### src/rtl/rf_wb_pkg.sv
// rf_wb_pkg: shared types and constants for the register-file writeback arbiter.
//   DATA_W / ADDR_W : register data width and register index width
//   wb_entry_t      : one pending writeback {rd, data}
//   fsm_state_t     : RUN / DRAIN / HALTED halt sequencer states
//   src_t           : writeback source identifier, also used as the FIFO index
package rf_wb_pkg;

    localparam int DATA_W = 16;
    localparam int ADDR_W = 4;

    typedef struct packed {
        logic [ADDR_W-1:0] rd;
        logic [DATA_W-1:0] data;
    } wb_entry_t;

    typedef enum logic [1:0] {
        RUN    = 2'd0,
        DRAIN  = 2'd1,
        HALTED = 2'd2
    } fsm_state_t;

    typedef enum logic {
        SRC_ALU = 1'b0,
        SRC_MEM = 1'b1
    } src_t;

endpackage

### src/rtl/rf_wb_fifo.sv
// rf_wb_fifo: small synchronous FIFO of wb_entry_t with wrap-around pointers.
//   clk, srst          : clock, synchronous active-high reset (empties FIFO)
//   push, push_entry   : write an entry (ignored when full)
//   pop                : drop the head entry (ignored when empty)
//   head               : current head entry (valid when !empty)
//   full, empty, count : occupancy, all derived from the registered count
module rf_wb_fifo
    import rf_wb_pkg::*;
#(
    parameter int DEPTH = 2
) (
    input  logic                       clk,
    input  logic                       srst,
    input  logic                       push,
    input  wb_entry_t                  push_entry,
    input  logic                       pop,
    output wb_entry_t                  head,
    output logic                       full,
    output logic                       empty,
    output logic [$clog2(DEPTH):0]     count
);

    localparam int PTR_W = $clog2(DEPTH);
    localparam int CNT_W = PTR_W + 1;

    wb_entry_t          mem_reg [DEPTH];
    logic [PTR_W-1:0]   wr_ptr_reg;
    logic [PTR_W-1:0]   rd_ptr_reg;
    logic [CNT_W-1:0]   count_reg;

    logic push_ok;
    logic pop_ok;

    assign full    = (count_reg == CNT_W'(DEPTH));
    assign empty   = (count_reg == '0);
    assign count   = count_reg;
    assign push_ok = push && !full;
    assign pop_ok  = pop && !empty;

    // The head is read straight from storage; the consumer registers it.
    assign head = mem_reg[rd_ptr_reg];

    // Storage carries no reset so it can map onto plain memory.
    always_ff @(posedge clk) begin
        if (push_ok) begin
            mem_reg[wr_ptr_reg] <= push_entry;
        end
    end

    // DEPTH is a power of two, so pointers wrap naturally.
    always_ff @(posedge clk) begin
        if (srst) begin
            wr_ptr_reg <= '0;
            rd_ptr_reg <= '0;
            count_reg  <= '0;
        end else begin
            if (push_ok) begin
                wr_ptr_reg <= wr_ptr_reg + PTR_W'(1);
            end
            if (pop_ok) begin
                rd_ptr_reg <= rd_ptr_reg + PTR_W'(1);
            end
            case ({push_ok, pop_ok})
                2'b10:   count_reg <= count_reg + CNT_W'(1);
                2'b01:   count_reg <= count_reg - CNT_W'(1);
                default: count_reg <= count_reg;
            endcase
        end
    end

endmodule

### src/rtl/rf_wb_arbiter.sv
// rf_wb_arbiter: shares the register-file write port between the ALU result
// path and the memory-load path, and drains pending writes before halting.
//   clk, rst                        : clock, synchronous active-high reset
//   alu_valid/ready/rd/data         : ALU writeback handshake
//   mem_valid/ready/rd/data         : load writeback handshake
//   halt_req                        : halt request (level or pulse)
//   rf_we, rf_rd, rf_wdata          : registered register-file write port
//   rf_hlt                          : registered halt to register file
//   busy                            : FIFO non-empty or write in flight
//   wr_count                        : committed writes to rd!=0, saturating
// Build option: define RF_WB_ROUND_ROBIN_EN for round-robin arbitration;
// otherwise the load path has fixed priority over the ALU path.
module rf_wb_arbiter
    import rf_wb_pkg::*;
#(
    parameter int DEPTH = 2
) (
    input  logic              clk,
    input  logic              rst,
    input  logic              alu_valid,
    output logic              alu_ready,
    input  logic [ADDR_W-1:0] alu_rd,
    input  logic [DATA_W-1:0] alu_data,
    input  logic              mem_valid,
    output logic              mem_ready,
    input  logic [ADDR_W-1:0] mem_rd,
    input  logic [DATA_W-1:0] mem_data,
    input  logic              halt_req,
    output logic              rf_we,
    output logic [ADDR_W-1:0] rf_rd,
    output logic [DATA_W-1:0] rf_wdata,
    output logic              rf_hlt,
    output logic              busy,
    output logic [15:0]       wr_count
);

    localparam int NSRC  = 2;
    localparam int CNT_W = $clog2(DEPTH) + 1;

    fsm_state_t         state_reg;
    logic               rf_we_reg;
    logic [ADDR_W-1:0]  rf_rd_reg;
    logic [DATA_W-1:0]  rf_wdata_reg;
    logic               rf_hlt_reg;
    logic [15:0]        wr_count_reg;

    logic [NSRC-1:0]    in_valid;
    logic [NSRC-1:0]    in_ready;
    logic [NSRC-1:0]    push;
    logic [NSRC-1:0]    pop;
    logic [NSRC-1:0]    full;
    logic [NSRC-1:0]    empty;
    wb_entry_t          in_entry [NSRC];
    wb_entry_t          head     [NSRC];
    logic [CNT_W-1:0]   count    [NSRC];

    src_t               grant;
    logic               grant_valid;
    wb_entry_t          sel_entry;
    logic               write_next;
    logic               drained;

    assign in_valid[SRC_ALU] = alu_valid;
    assign in_valid[SRC_MEM] = mem_valid;
    assign in_entry[SRC_ALU] = '{rd: alu_rd, data: alu_data};
    assign in_entry[SRC_MEM] = '{rd: mem_rd, data: mem_data};

    genvar gi;
    generate
        for (gi = 0; gi < NSRC; gi++) begin : g_src
            // Ready depends only on registered state, never on this cycle's pop.
            assign in_ready[gi] = (state_reg == RUN) && !full[gi];
            assign push[gi]     = in_valid[gi] && in_ready[gi];

            rf_wb_fifo #(
                .DEPTH(DEPTH)
            ) u_fifo (
                .clk        (clk),
                .srst       (rst),
                .push       (push[gi]),
                .push_entry (in_entry[gi]),
                .pop        (pop[gi]),
                .head       (head[gi]),
                .full       (full[gi]),
                .empty      (empty[gi]),
                .count      (count[gi])
            );
        end
    endgenerate

    assign alu_ready = in_ready[SRC_ALU];
    assign mem_ready = in_ready[SRC_MEM];

    assign grant_valid = !empty[SRC_ALU] || !empty[SRC_MEM];

`ifdef RF_WB_ROUND_ROBIN_EN
    src_t last_grant_reg;

    // On contention the source that did not win last time is served.
    always_comb begin
        grant = SRC_ALU;
        if (!empty[SRC_ALU] && !empty[SRC_MEM]) begin
            grant = (last_grant_reg == SRC_ALU) ? SRC_MEM : SRC_ALU;
        end else if (!empty[SRC_MEM]) begin
            grant = SRC_MEM;
        end
    end

    always_ff @(posedge clk) begin
        if (rst) begin
            last_grant_reg <= SRC_ALU;
        end else if (grant_valid) begin
            last_grant_reg <= grant;
        end
    end
`else
    // Loads always win over ALU results.
    always_comb begin
        grant = empty[SRC_MEM] ? SRC_ALU : SRC_MEM;
    end
`endif

    assign pop[SRC_ALU] = grant_valid && (grant == SRC_ALU);
    assign pop[SRC_MEM] = grant_valid && (grant == SRC_MEM);
    assign sel_entry    = head[grant];

    // Entries for r0 are consumed but never written.
    assign write_next = grant_valid && (sel_entry.rd != '0);
    assign drained    = empty[SRC_ALU] && empty[SRC_MEM] && !rf_we_reg;

    always_ff @(posedge clk) begin
        if (rst) begin
            state_reg    <= RUN;
            rf_we_reg    <= 1'b0;
            rf_rd_reg    <= '0;
            rf_wdata_reg <= '0;
            rf_hlt_reg   <= 1'b0;
            wr_count_reg <= '0;
        end else begin
            rf_we_reg <= write_next;
            if (write_next) begin
                rf_rd_reg    <= sel_entry.rd;
                rf_wdata_reg <= sel_entry.data;
            end

            if (rf_we_reg && (wr_count_reg != 16'hFFFF)) begin
                wr_count_reg <= wr_count_reg + 16'd1;
            end

            case (state_reg)
                RUN: begin
                    if (halt_req) begin
                        state_reg <= DRAIN;
                    end
                end
                DRAIN: begin
                    if (drained) begin
                        state_reg  <= HALTED;
                        rf_hlt_reg <= 1'b1;
                    end
                end
                HALTED: begin
                    rf_hlt_reg <= 1'b1;
                end
                default: begin
                    state_reg <= RUN;
                end
            endcase
        end
    end

    assign rf_we    = rf_we_reg;
    assign rf_rd    = rf_rd_reg;
    assign rf_wdata = rf_wdata_reg;
    assign rf_hlt   = rf_hlt_reg;
    assign wr_count = wr_count_reg;
    assign busy     = (count[SRC_ALU] != '0) || (count[SRC_MEM] != '0) || rf_we_reg;

endmodule

### config.mk
export PLATFORM = sky130hd
export DESIGN_NAME = rf_wb_arbiter
export DESIGN_NICKNAME = d
export VERILOG_FILES = /design/src/rtl/rf_wb_pkg.sv /design/src/rtl/rf_wb_fifo.sv /design/src/rtl/rf_wb_arbiter.sv
export SDC_FILE = /design/constraint.sdc
export NUM_CORES = 1
export LEC_CHECK = 0
export ABC_CLOCK_PERIOD_IN_PS = 4800
export BUFFER_PORTS_ARGS = -buffer_cell sky130_fd_sc_hd__buf_2
export CORE_MARGIN = 4
export CORE_UTILIZATION = 40
export CTS_CLUSTER_SIZE = 14
export DETAILED_ROUTE_END_ITERATION = 7
export HOLD_SLACK_MARGIN = 0.05
export PLACE_DENSITY = 0.58
export SLEW_MARGIN = 20
export SYNTH_ARGS = -nofsm -noshare
export SYNTH_HDL_FRONTEND = slang
export SYNTH_SLANG_ARGS = --single-unit
### constraint.sdc
create_clock -name clk -period 4.8 [get_ports clk]
set_input_delay 0.24 -clock clk [delete_from_list [all_inputs] [get_ports clk]]
set_output_delay 0.24 -clock clk [all_outputs]
set_load 0.02 [all_outputs]
==> insert_results.sql, run 1 <==
INSERT INTO impl_metrics (metric_group, metric, value, unit) VALUES
('outcome', 'result_of_the_run', 'finished clean', ''),
('final_layout', 'final_common_cell', 'buf_2', ''),
('route', 'drt-initial-drc-count', '131', ''),
('floorplanning', 'die-height', '123', 'um'),
('clock_tree', 'cts.repair.resized', '0', ''),
('clock_tree', 'clk_pin_slew', '0.06', 'ns'),
('timing', 'final-max-slew-violation-count', '0', ''),
('critical_path', 'critPathRequiredTime', '5.13', 'ns'),
('power_and_ir_drop', 'power_switching_share', '29.3', '%'),
('critical_path', 'rrSetupSlack', '2.58', 'ns'),
('route', 'remaining_drc_errors', '0', ''),
('clock_tree', 'cts_root_buf', 'clkbuf_16', ''),
('critical_path', 'worst_ep_arrival_time', '2.55', 'ns'),
('yosys', 'mappedNetlistNets', '454', ''),
('power_and_ir_drop', 'ir_worst_vdd', '248', 'uV'),
('power_and_ir_drop', 'p_clk_share', '35.2', '%'),
('timing', 'unrepaired_setup_endpoints_after_global_routing', 'false', ''),
('timing', 'finalClockSkew', '0.00901', 'ns'),
('grt', 'grt_max_degree', '71', ''),
('floorplanning', 'floorplan.initialDensity', '41.4', '%'),
('final_layout', 'syn_to_final_growth', '30.3', '%'),
('yosys', 'postSynthCellCount', '407', ''),
('timing', 'finalHoldViolCount', '0', ''),
('worst_hold_path', 'hold-path-endpoint', 'g_src[1].u_fifo.count[0]', ''),
('clock_tree', 'cts_post_setup_buffers_inserted', '0', ''),
('grt', 'grt_antenna_before_repair', '0', ''),
('place', 'dpl.hpwl', '7.45', 'mm'),
('route', 'avgRoutedWirePerCell', '16.0', 'um'),
('yosys', 'yosysUniqueCellTypes', '39', ''),
('final_layout', 'multi_input_area', '1780', 'sq um'),
('timing', 'timing.setup.tns', '0', 'ns'),
('critical_path', 'timing.critical_path.slowest_cell_delay', '0.69', 'ns'),
('floorplanning', 'die_area', '15100', 'sq um'),
('route', 'antenna_violating_nets_post_route', '0', ''),
('grt', 'grt_first_pass_wirelength', '18.0', 'mm'),
('yosys', 'post_synth.cell_area_avg', '13.0', 'sq um'),
('route', 'dr.pass1.iters', '4', ''),
('timing', 'layout_min_cycle_time', '2.22', 'ns'),
('final_layout', 'layout_common_cells', 'buf_2, edfxtp_1, dfxtp_1', ''),
('power_and_ir_drop', 'flop_pwr_share', '41.4', '%'),
('yosys', 'ys_seq_elements', '130', ''),
('clock_tree', 'cts_made_buffers', '17', ''),
('clock_tree', 'worst_skew_pair.late_latency', '0.41', 'ns'),
('critical_path', 'worstPathCellList', 'or4b_1 > o21ai_1 > a2bb2oi_2 > buf_4 > mux2i_1', ''),
('final_layout', 'largest_reg_flops', '80', ''),
('worst_hold_path', 'timing.hold.worst.start', 'mem_valid', ''),
('final_layout', 'antenna-diode-count', '0', ''),
('power_and_ir_drop', 'static-leakage-power', '2.65', 'nW'),
('critical_path', 'endpoint_kind', 'flip-flop', ''),
('worst_hold_path', 'timing.hold.worst.class', 'in -> reg', ''),
('route', 'vias_per_cell', '5.00', ''),
('grt', 'grt_overflow_total', '0', ''),
('floorplanning', 'boundaryPins', '86', ''),
('grt', 'total_global_route_track_usage', '16.0', '%'),
('power_and_ir_drop', 'power.density_cell_area', '531', 'nW/um^2'),
('final_layout', 'final_nets', '580', ''),
('route', 'num_vias', '3592', ''),
('power_and_ir_drop', 'p_int', '2.59', 'mW'),
('timing', 'min_period_over_period', '46.2', '%'),
('power_and_ir_drop', 'comb_power_share', '23.4', '%'),
('clock_tree', 'cts_buffer_depth', '2', ''),
('timing', 'fmax', '451', 'MHz'),
('timing', 'final-setup-viol-count', '0', ''),
('grt', 'grt_pass1_vias', '3615', ''),
('floorplanning', 'std_cell_rows', '41', ''),
('critical_path', 'worstSetupPathType', 'reg -> reg', ''),
('clock_tree', 'clock_tree_from_tritoncts', 'yes', ''),
('final_layout', 'sequential_cell_area', '3400', 'sq um'),
('final_layout', 'drive_gt1_share', '23.8', '%'),
('yosys', 'syn_warnings', '0', ''),
('flow_run', 'timing.max_cap.violations', '0', '');
[cell families after synthesis]
group           count (synthesis)  synth area share (%)
xor+xnor                        7                  1.16
flops                         130                  64.3
fa+ha+maj                       2                 0.473
mux                            42                  7.94
compound gates                 75                  10.8
simple gates                  121                  12.8
buf+inv                        30                  2.55
[worst max-delay path by stage]
stage                 startpoint                             to  slack (ns)  cells after the start
floorplan           state_reg[0]  g_src[0].u_fifo.mem_reg[0][0]        2.81                      3
global placement     wr_count[0]                    wr_count[5]        2.46                      5
detailed placement  state_reg[0]  g_src[1].u_fifo.mem_reg[0][0]        2.60                      3
CTS                 state_reg[0]  g_src[1].u_fifo.mem_reg[0][2]        2.58                      3
global route           flip-flop                   rf_wdata[13]        2.39                      5
finish                 flip-flop                       rf_rd[3]        2.58                      5
[metal layers]
metal / wire length, um / global-route usage (%) / vias up
met5: 0 / 0 / -
met4: 155 / 6.44 / 0
met3: 438 / 4.35 / 13
met2: 5870 / 27.6 / 72
met1: 5000 / 18.9 / 1715
li1: - / - / 1792
[cell usage after synthesis]
master / instances / area share (%)
dfxtp_1: 50 / 19
xor2_1: 2 / 0.33
and3_1: 2 / 0.24
clkbuf_1: 14 / 0.99
nand4_1: 6 / 0.71
a2bb2oi_2: 1 / 0.28
a21oi_1: 15 / 1.4
ha_1: 2 / 0.47
o31a_1: 1 / 0.17
nand3_1: 7 / 0.66
mux2i_1: 42 / 7.9
o41ai_1: 1 / 0.17
and2b_1: 1 / 0.14
o31ai_1: 7 / 0.99
a211oi_1: 21 / 3.0
buf_6: 2 / 0.43
o21ba_1: 1 / 0.19
nand2_1: 8 / 0.57
a211o_1: 20 / 3.3
or2_2: 1 / 0.12
and4_1: 2 / 0.33
edfxtp_1: 80 / 45
nor2b_1: 21 / 2.5
inv_1: 6 / 0.43
o21ai_1: 1 / 0.094
o41ai_4: 1 / 0.52
nand2b_1: 23 / 2.7
nor4_1: 3 / 0.35
a2111oi_0: 1 / 0.17
o21ai_0: 5 / 0.47
buf_2: 6 / 0.57
nor3_1: 3 / 0.28
or4b_1: 1 / 0.19
and2_1: 2 / 0.24
buf_1: 2 / 0.14
xnor2_1: 5 / 0.83
nor2_1: 27 / 1.9
or4_1: 10 / 1.4
or3_1: 4 / 0.47
[final cells by class]
| type | instances | share of cell area [%] |
|---|---|---|
| clock inverters | 14 | 2.34 |
| flip-flops and latches | 130 | 49.3 |
| multi-input cells | 247 | 25.9 |
| clock buffers | 18 | 6.37 |
| repair buffers | 131 | 12.7 |
| inverters | 6 | 0.326 |
| well taps | 172 | 3.12 |
[worst max-delay path: cells and delay by family (launching register included)]
family	cells	cell delay, ns
flops	1	0.69
simple gates	1	0.48
buf+inv	1	0.37
compound gates	2	0.33
mux	1	0.26
[metrics by stage]
step | cell area, sq um | cells | worst slack [ns] | power (mW) | hold WS (ns)
floorplan | 5290 | 407 | 2.81 | 2.12 | 0.339
global placement | 5880 | 646 | 2.46 | 2.36 | 0.427
detailed placement | 5890 | 646 | 2.60 | 2.38 | 0.431
CTS | 6890 | 718 | 2.58 | 3.71 | 0.0867
global route | 6900 | 718 | 2.39 | 3.84 | 0.107
finish | 6900 | 718 | 2.58 | 3.66 | 0.100
[power groups by stage]
| stage | combinational [mW] | clock, mW | sequential [mW] |
|---|---|---|---|
| floorplan | 0.507 | 0 | 1.61 |
| global placement | 0.825 | 0 | 1.53 |
| detailed placement | 0.844 | 0 | 1.54 |
| CTS | 0.871 | 1.32 | 1.52 |
| global route | 0.938 | 1.36 | 1.54 |
| finish | 0.857 | 1.29 | 1.52 |
Power figures use the tool's default switching activity.
==> inputs of run 2 (changes only) <==
--- a/config.mk
+++ b/config.mk
@@ -5,14 +5,15 @@
 export SDC_FILE = /design/constraint.sdc
 export NUM_CORES = 1
 export LEC_CHECK = 0
-export ABC_CLOCK_PERIOD_IN_PS = 4800
+export ABC_AREA = 1
+export ABC_CLOCK_PERIOD_IN_PS = 1900
 export BUFFER_PORTS_ARGS = -buffer_cell sky130_fd_sc_hd__buf_2
 export CORE_MARGIN = 4
 export CORE_UTILIZATION = 40
 export CTS_CLUSTER_SIZE = 14
 export DETAILED_ROUTE_END_ITERATION = 7
 export HOLD_SLACK_MARGIN = 0.05
-export PLACE_DENSITY = 0.58
+export PLACE_DENSITY = 0.6
 export SLEW_MARGIN = 20
 export SYNTH_ARGS = -nofsm -noshare
 export SYNTH_HDL_FRONTEND = slang
==> constraint.sdc (replaced) <==
create_clock -name clk -period 1.9 [get_ports clk]
set_input_delay 0.095 -clock clk [delete_from_list [all_inputs] [get_ports clk]]
set_output_delay 0.095 -clock clk [all_outputs]
set_load 0.02 [all_outputs]
==> run 2 against run 1 <==
Against the previous run:
- register-to-register slack got worse by 2.4 ns
- first-iteration DRC count increased by 150%
- setup slack lost 2.4 ns
- cell count up 21%
- count of clock-buffer cells in the layout rose by 1
==> insert_results.sql, run 2 <==
INSERT INTO impl_metrics (metric_group, metric, value, unit) VALUES
('outcome', 'result_of_the_run', 'finished clean', ''),
('yosys', 'yosysMostFrequentCell', 'nor2_1', ''),
('final_layout', 'layout_common_cells', 'nand2_1, nor2_1, buf_2', ''),
('place', 'post-place-ws', '0.112', 'ns'),
('route', 'dr.pass1.iters', '7', ''),
('final_layout', 'drive_gt1_share', '20.2', '%'),
('timing', 'final-setup-viol-count', '0', ''),
('worst_hold_path', 'timing.hold.worst.start', 'rst', ''),
('timing', 'min_period_over_period', '90.3', '%'),
('worst_hold_path', 'hold-path-endpoint', 'wr_count[3]', ''),
('timing', 'finalClockSkew', '0.00463', 'ns'),
('critical_path', 'end_of_the_worst_register_to_register_path', 'rf_rd[1]', ''),
('grt', 'grt_pass1_vias', '3947', ''),
('grt', 'grt_overflow_total', '0', ''),
('grt', 'grt_max_degree', '39', ''),
('timing', 'final-max-slew-violation-count', '0', ''),
('route', 'drt_wl_total', '12.1', 'mm'),
('timing', 'unrepaired_setup_endpoints_after_global_routing', 'false', ''),
('place', 'dp.cells', '796', ''),
('critical_path', 'critPathRequiredTime', '2.21', 'ns'),
('critical_path', 'worst_ep_arrival_time', '2.02', 'ns'),
('timing', 'finalWorstSetupSlack', '0.185', 'ns'),
('yosys', 'postSynthCellCount', '550', ''),
('worst_hold_path', 'hold_path_depth', '3', ''),
('yosys', 'portion_of_the_post_synthesis_area_used_by_sequential_elements', '63.8', '%'),
('yosys', 'synth_largest_area_cell', 'edfxtp_1', ''),
('clock_tree', 'clkSinkCount', '130', ''),
('yosys', 'synth_area_leaders', 'edfxtp_1, dfxtp_1, nor2_1, nand2_1, o21ai_0', ''),
('critical_path', 'timing.critical_path.from_type', 'flip-flop', ''),
('clock_tree', 'clock_tree_from_tritoncts', 'yes', ''),
('flow_run', 'timing.max_cap.violations', '0', ''),
('final_layout', 'syn_to_final_growth', '31.5', '%'),
('timing', 'max_slew.worst_pin.slew', '0.440', 'ns'),
('critical_path', 'worstPathCellList', 'nor2_2 > inv_2 > nand2_1 > nand2_1 > nor2_2 > nand2_8 > nand2_2 > nand2_1 > nand2_1 > nor2_1', ''),
('floorplanning', 'placeable_core_area', '12800', 'sq um'),
('yosys', 'yosysUniqueCellTypes', '29', ''),
('floorplanning', 'chipWidth', '123', 'um'),
('timing', 'layout_min_cycle_time', '1.72', 'ns'),
('yosys', 'post_synth.cell_area_avg', '9.69', 'sq um'),
('critical_path', 'worst_path_dominant_cell_family', 'simple AND/OR/NAND/NOR gates', ''),
('power_and_ir_drop', 'design_power_total', '9.63', 'mW'),
('critical_path', 'endpoint_kind', 'flip-flop', ''),
('route', 'remaining_drc_errors', '0', ''),
('route', 'vias_per_cell', '4.76', ''),
('critical_path', 'crit-reg2reg-launch', 'g_src[1].u_fifo.count[0]', ''),
('yosys', 'synth-main-ff-cell', 'edfxtp_1', ''),
('grt', 'total_global_route_track_usage', '17.0', '%'),
('yosys', 'ys_async_sr_fraction', '0', '%'),
('floorplanning', 'die-height', '123', 'um'),
('clock_tree', 'worst_skew_pair.late_latency', '0.41', 'ns'),
('yosys', 'ys_seq_elements', '130', ''),
('clock_tree', 'cts_buffer_depth', '2', ''),
('place', 'buffer_ports.inserted', '85', ''),
('critical_path', 'critical_path_buf_inv_count', '1', ''),
('timing', 'slew-limit-headroom', '70.4', '%'),
('final_layout', 'final_nets', '733', ''),
('yosys', 'mappedNetlistNets', '597', ''),
('critical_path', 'timing.critical_path.slowest_cell_delay', '0.33', 'ns'),
('floorplanning', 'floorplan.initialDensity', '41.6', '%'),
('critical_path', 'worstPathMaxFanout', '33', ''),
('final_layout', 'final_common_cell', 'nand2_1', ''),
('route', 'avgRoutedWirePerCell', '13.9', 'um'),
('grt', 'grt_antenna_before_repair', '0', ''),
('place', 'place_congestion', '0.847', ''),
('critical_path', 'cell_repeated_most_along_the_worst_path', 'nand2_1', ''),
('final_layout', 'largest_reg_flops', '80', ''),
('clock_tree', 'cts_post_setup_buffers_inserted', '0', ''),
('power_and_ir_drop', 'power.density_cell_area', '1370', 'nW/um^2'),
('final_layout', 'post_layout_nonfiller_instances', '871', ''),
('floorplanning', 'die_area', '15200', 'sq um'),
('clock_tree', 'clk_pin_slew', '0.05', 'ns'),
('grt', 'grt_first_pass_wirelength', '19.7', 'mm'),
('yosys', 'synth_enable_flop_cells', '80', ''),
('critical_path', 'worstSetupPathType', 'reg -> reg', ''),
('critical_path', 'r2r_cells', '10', ''),
('worst_hold_path', 'timing.hold.worst.class', 'in -> reg', ''),
('final_layout', 'antenna-diode-count', '0', ''),
('power_and_ir_drop', 'ir_worst_vdd', '693', 'uV'),
('floorplanning', 'boundaryPins', '86', ''),
('route', 'drt-initial-drc-count', '325', ''),
('timing', 'timing.setup.tns', '0', 'ns'),
('timing', 'fmax', '583', 'MHz'),
('critical_path', 'cpMaxStageDelayCell', 'dfxtp_1', ''),
('route', 'num_vias', '4143', ''),
('yosys', 'syn_warnings', '0', ''),
('clock_tree', 'cts_made_buffers', '17', ''),
('route', 'antenna_violating_nets_post_route', '0', ''),
('critical_path', 'rrSetupSlack', '0.18', 'ns'),
('yosys', 'post_synth_top_cells', 'nor2_1, nand2_1, edfxtp_1', ''),
('yosys', 'synthDominantCellAreaShare', '45.1', '%'),
('floorplanning', 'std_cell_rows', '41', ''),
('place', 'dpl.hpwl', '8.07', 'mm'),
('power_and_ir_drop', 'static-leakage-power', '2.83', 'nW'),
('clock_tree', 'cts_root_buf', 'clkbuf_16', ''),
('yosys', 'netlist_area', '5330', 'sq um'),
('clock_tree', 'htree_levels', '4', ''),
('timing', 'finalHoldViolCount', '0', '');
-- run 2: changes by cell type after synthesis, moves of 25 or more --
| cell | previous run | this run |
|---|---|---|
| nand2_1 | 8 | 103 |
| a21oi_1 | 15 | 40 |
| nor2_1 | 27 | 104 |
| mux2i_1 | 42 | 0 |
| o21ai_0 | 5 | 52 |
-- run 2: worst register-to-register path, cell delays in order (launching register included) --
cell	delay [ns]
dfxtp_1	0.33
nor2_2	0.20
inv_2	0.11
nand2_1	0.10
nand2_1	0.08
nor2_2	0.24
nand2_8	0.19
nand2_2	0.20
nand2_1	0.07
nand2_1	0.06
nor2_1	0.03
-- run 2: worst max-delay path by stage --
stage                                                to  slack, ns                     start  cells past startpoint
after floorplan           g_src[0].u_fifo.mem_reg[0][0]      -0.19              state_reg[0]                      5
after global placement         g_src[0].u_fifo.count[1]       0.18              state_reg[0]                     10
after detailed placement                       rf_rd[3]       0.11  g_src[1].u_fifo.count[0]                      9
after CTS                                      rf_rd[2]        0.1  g_src[1].u_fifo.count[0]                     10
after global routing                           rf_rd[2]      0.003  g_src[1].u_fifo.count[0]                     10
final                                          rf_rd[1]       0.18  g_src[1].u_fifo.count[0]                     10
-- run 2: timing repair --
item                                   4_1_cts  5_1_grt
setup endpoints to repair                    0        9
gates resized for setup                      0        4
endpoints found under the hold margin       82        1
hold buffers                                42        1
-- run 2: per-stage QoR --
stage | area, sq um | utilization, % | hold WS (ns)
2_1_floorplan | 5350 | - | 0.164
3_3_place_gp | 6030 | 47.0 | 0.283
3_5_place_dp | 6030 | 47.0 | 0.287
4_1_cts | 6980 | 54.4 | 0.0732
5_1_grt | 7010 | 54.6 | 0.0820
6_report | 7010 | 54.6 | 0.0855
-- run 2: power breakdown --
group / switching [mW] / internal, mW / total, mW / leakage [nW]
clock: 1.15 / 1.76 / 2.91 / 0.248
sequential: 0.276 / 3.57 / 3.85 / 1.15
combinational: 1.84 / 1.03 / 2.87 / 1.43
total: 3.27 / 6.36 / 9.63 / 2.83
-- run 2: kinds of logic (layout without fill, tap and decap cells) --
group	after synthesis	in the layout	synth area share (%)
AOI/OAI and AO/OA	101	101	9.55
xor gates and xnor gates	6	6	0.986
DFF	130	130	63.8
adders and majority gates	2	2	0.469
buffers and inverters	57	206	4.86
and+or+nand+nor	254	254	20.3
-- run 2: cell type report --
cell class                      count  area [sq um]
Multi-Input combinational cell    363          1710
Clock buffer                       19           433
Fill cell                        1171          5820
Inverter                           33           124
Timing Repair Buffer              141          1030
Clock inverter                     13          95.1
Sequential cell                   130          3400
Tap cell                          172           215
-- run 2: routing by layer --
metal | global-route usage [%] | share of wire, % | wire length, um | vias to the layer above
li1 | - | - | - | 2119
met1 | 22.8 | 47 | 5720 | 1906
met2 | 26.4 | 47 | 5640 | 104
met3 | 4.89 | 4.7 | 564 | 14
met4 | 5.81 | 1.3 | 162 | 0
met5 | 0 | 0 | 0 | -
==> inputs of run 3 (changes only) <==
--- a/config.mk
+++ b/config.mk
@@ -7,9 +7,10 @@
 export LEC_CHECK = 0
 export ABC_AREA = 1
 export ABC_CLOCK_PERIOD_IN_PS = 1900
-export BUFFER_PORTS_ARGS = -buffer_cell sky130_fd_sc_hd__buf_2
+export BUFFER_PORTS_ARGS = -buffer_cell sky130_fd_sc_hd__buf_4
 export CORE_MARGIN = 4
 export CORE_UTILIZATION = 40
+export CTS_BUF_LIST = sky130_fd_sc_hd__clkbuf_2 sky130_fd_sc_hd__clkbuf_4 sky130_fd_sc_hd__clkbuf_8
 export CTS_CLUSTER_SIZE = 14
 export DETAILED_ROUTE_END_ITERATION = 7
 export HOLD_SLACK_MARGIN = 0.05
==> run 3 against run 2 <==
Against the previous run:
- first-iteration DRC count rose by 1.2%
- critical path type unchanged
- sequential share of layout area fell by 0.32 points
- via count rose by 0.14%
- clock power fell by 28%
- worst hold slack improved by 0.30 ns
- flip-flop and latch count did not move
- count of clock-buffer cells in the layout rose by 1
- core utilization rose by 0.36 points
- sequential power barely moved
- non-clock buffer count rose by 2
- die area did not move
- clock skew rose by 0.0058 ns
==> insert_results.sql, run 3 (synthesized netlist as in run 2, its figures left out) <==
INSERT INTO impl_metrics (metric_group, metric, value, unit) VALUES
('clock_tree', 'clkSinkCount', '130', ''),
('route', 'num_vias', '4149', ''),
('floorplanning', 'placeable_core_area', '12800', 'sq um'),
('clock_tree', 'cts_post_setup_buffers_inserted', '0', ''),
('clock_tree', 'worst_skew_pair.late_latency', '0.44', 'ns'),
('grt', 'grt_antenna_before_repair', '0', ''),
('timing', 'hold_slack', '0.381', 'ns'),
('power_and_ir_drop', 'design_power_total', '9.01', 'mW'),
('critical_path', 'critical_path_buf_inv_count', '2', ''),
('clock_tree', 'clk_pin_slew', '0.07', 'ns'),
('route', 'remaining_drc_errors', '0', ''),
('worst_hold_path', 'hold_path_depth', '2', ''),
('route', 'dr.pass1.iters', '7', ''),
('place', 'buffer_ports.inserted', '85', ''),
('clock_tree', 'cts_made_buffers', '17', ''),
('floorplanning', 'floorplan.initialDensity', '41.6', '%'),
('final_layout', 'drive_gt1_share', '20.5', '%'),
('timing', 'unrepaired_setup_endpoints_after_global_routing', 'false', ''),
('critical_path', 'timing.critical_path.slowest_cell_delay', '0.34', 'ns'),
('floorplanning', 'chipWidth', '123', 'um'),
('final_layout', 'final_common_cell', 'nand2_1', ''),
('final_layout', 'syn_to_final_growth', '32.3', '%'),
('place', 'dpl.hpwl', '8.17', 'mm'),
('timing', 'slew-limit-headroom', '70.7', '%'),
('timing', 'finalHoldViolCount', '0', ''),
('flow_run', 'timing.max_cap.violations', '0', ''),
('timing', 'layout_min_cycle_time', '1.70', 'ns'),
('timing', 'finalClockSkew', '0.0105', 'ns'),
('critical_path', 'worstPathCellList', 'nor2_1 > inv_1 > a21oi_2 > nand2_2 > ha_1 > inv_1 > nand2_1 > nor2_1 > o21ai_0 > a21oi_1', ''),
('clock_tree', 'htree_levels', '4', ''),
('timing', 'max_slew.worst_pin.slew', '0.435', 'ns'),
('timing', 'min_period_over_period', '89.4', '%'),
('grt', 'grt_pass1_vias', '3938', ''),
('critical_path', 'timing.critical_path.from_type', 'flip-flop', ''),
('floorplanning', 'std_cell_rows', '41', ''),
('route', 'vias_per_cell', '4.75', ''),
('timing', 'final-max-slew-violation-count', '0', ''),
('critical_path', 'r2r_cells', '10', ''),
('route', 'avgRoutedWirePerCell', '13.8', 'um'),
('power_and_ir_drop', 'power.density_cell_area', '1280', 'nW/um^2'),
('critical_path', 'cpMaxStageDelayCell', 'dfxtp_1', ''),
('clock_tree', 'cts_buffer_depth', '2', ''),
('final_layout', 'final_nets', '735', ''),
('critical_path', 'worstPathMaxFanout', '5', ''),
('grt', 'grt_first_pass_wirelength', '19.4', 'mm'),
('outcome', 'result_of_the_run', 'finished clean', ''),
('floorplanning', 'boundaryPins', '86', ''),
('final_layout', 'fillers', '1153', ''),
('final_layout', 'antenna-diode-count', '0', ''),
('critical_path', 'worstSetupPathType', 'reg -> reg', ''),
('critical_path', 'worst_ep_arrival_time', '2.07', 'ns'),
('power_and_ir_drop', 'ir_worst_vdd', '551', 'uV'),
('grt', 'grt_max_degree', '39', ''),
('power_and_ir_drop', 'static-leakage-power', '2.81', 'nW'),
('route', 'antenna_violating_nets_post_route', '0', ''),
('timing', 'fmax', '589', 'MHz'),
('grt', 'total_global_route_track_usage', '16.6', '%'),
('floorplanning', 'die_area', '15200', 'sq um'),
('route', 'drt_wl_total', '12.1', 'mm'),
('worst_hold_path', 'timing.hold.worst.class', 'in -> reg', ''),
('clock_tree', 'clock_tree_from_tritoncts', 'yes', ''),
('final_layout', 'largest_reg_flops', '80', ''),
('critical_path', 'critPathRequiredTime', '2.27', 'ns'),
('clock_tree', 'cts_root_buf', 'clkbuf_8', ''),
('critical_path', 'worst_path_dominant_cell_family', 'simple AND/OR/NAND/NOR gates', ''),
('timing', 'final-setup-viol-count', '0', ''),
('place', 'place_congestion', '0.785', ''),
('critical_path', 'worstSetupPathDepth', '10', ''),
('route', 'drt-initial-drc-count', '329', ''),
('critical_path', 'endpoint_kind', 'flip-flop', ''),
('floorplanning', 'die-height', '123', 'um'),
('final_layout', 'layout_common_cells', 'nand2_1, nor2_1, buf_4', ''),
('grt', 'grt_overflow_total', '0', '');
run 3: final cells by class:
| type | instances | area, sq um | area share, % |
|---|---|---|---|
| clock inverters | 12 | 92.6 | 1.31 |
| well taps | 172 | 215 | 3.05 |
| repair buffers | 143 | 1250 | 17.7 |
| inverters | 33 | 124 | 1.76 |
| multi-input cells | 363 | 1710 | 24.3 |
| clock buffers | 20 | 256 | 3.64 |
| flip-flops and latches | 130 | 3400 | 48.3 |
run 3: path summary, 6_finish.rpt:
| kind | start | endpoint | slack, ns |
|---|---|---|---|
| setup / recovery | state_reg[0] | g_src[0].u_fifo.count[1] | 0.20 |
| hold / removal | mem_data[15] | g_src[1].u_fifo.mem_reg[0][15] | 0.38 |
| setup reg to reg | state_reg[0] | g_src[0].u_fifo.count[1] | 0.20 |
| hold reg to reg | state_reg[1] | state_reg[0] | 0.46 |
run 3: metrics by stage:
step	util, %	setup WS, ns	TNS [ns]	instance area [sq um]	std cells
detailed placement	48.6	0.0765	0	6230	796
global route	55.0	0.0336	0	7050	873
floorplan	-	-0.187	-7.50	5350	550
CTS	54.7	0.0699	0	7020	872
global placement	48.6	0.128	0	6230	796
finish	55.0	0.202	0	7050	873
run 3: repair_timing:
action | CTS | global route
hold buffers | 44 | 1
hold endpoints to repair | 95 | 1
endpoints found under the setup margin | 0 | 7
gates resized for setup | 0 | 5
run 3: per-layer routing:
| metal | track usage [%] | up-vias | routed length [um] |
|---|---|---|---|
| met5 | 0 | - | 0 |
| met4 | 6.23 | 0 | 200 |
| met3 | 4.48 | 14 | 644 |
| met2 | 26.4 | 110 | 5620 |
| met1 | 21.8 | 1901 | 5610 |
| li1 | - | 2124 | - |
run 3: report_power, final:
part / total (mW) / internal, mW / switching [mW]
sequential: 3.85 / 3.57 / 0.286
clock: 2.09 / 1.05 / 1.04
combinational: 3.07 / 1.22 / 1.85
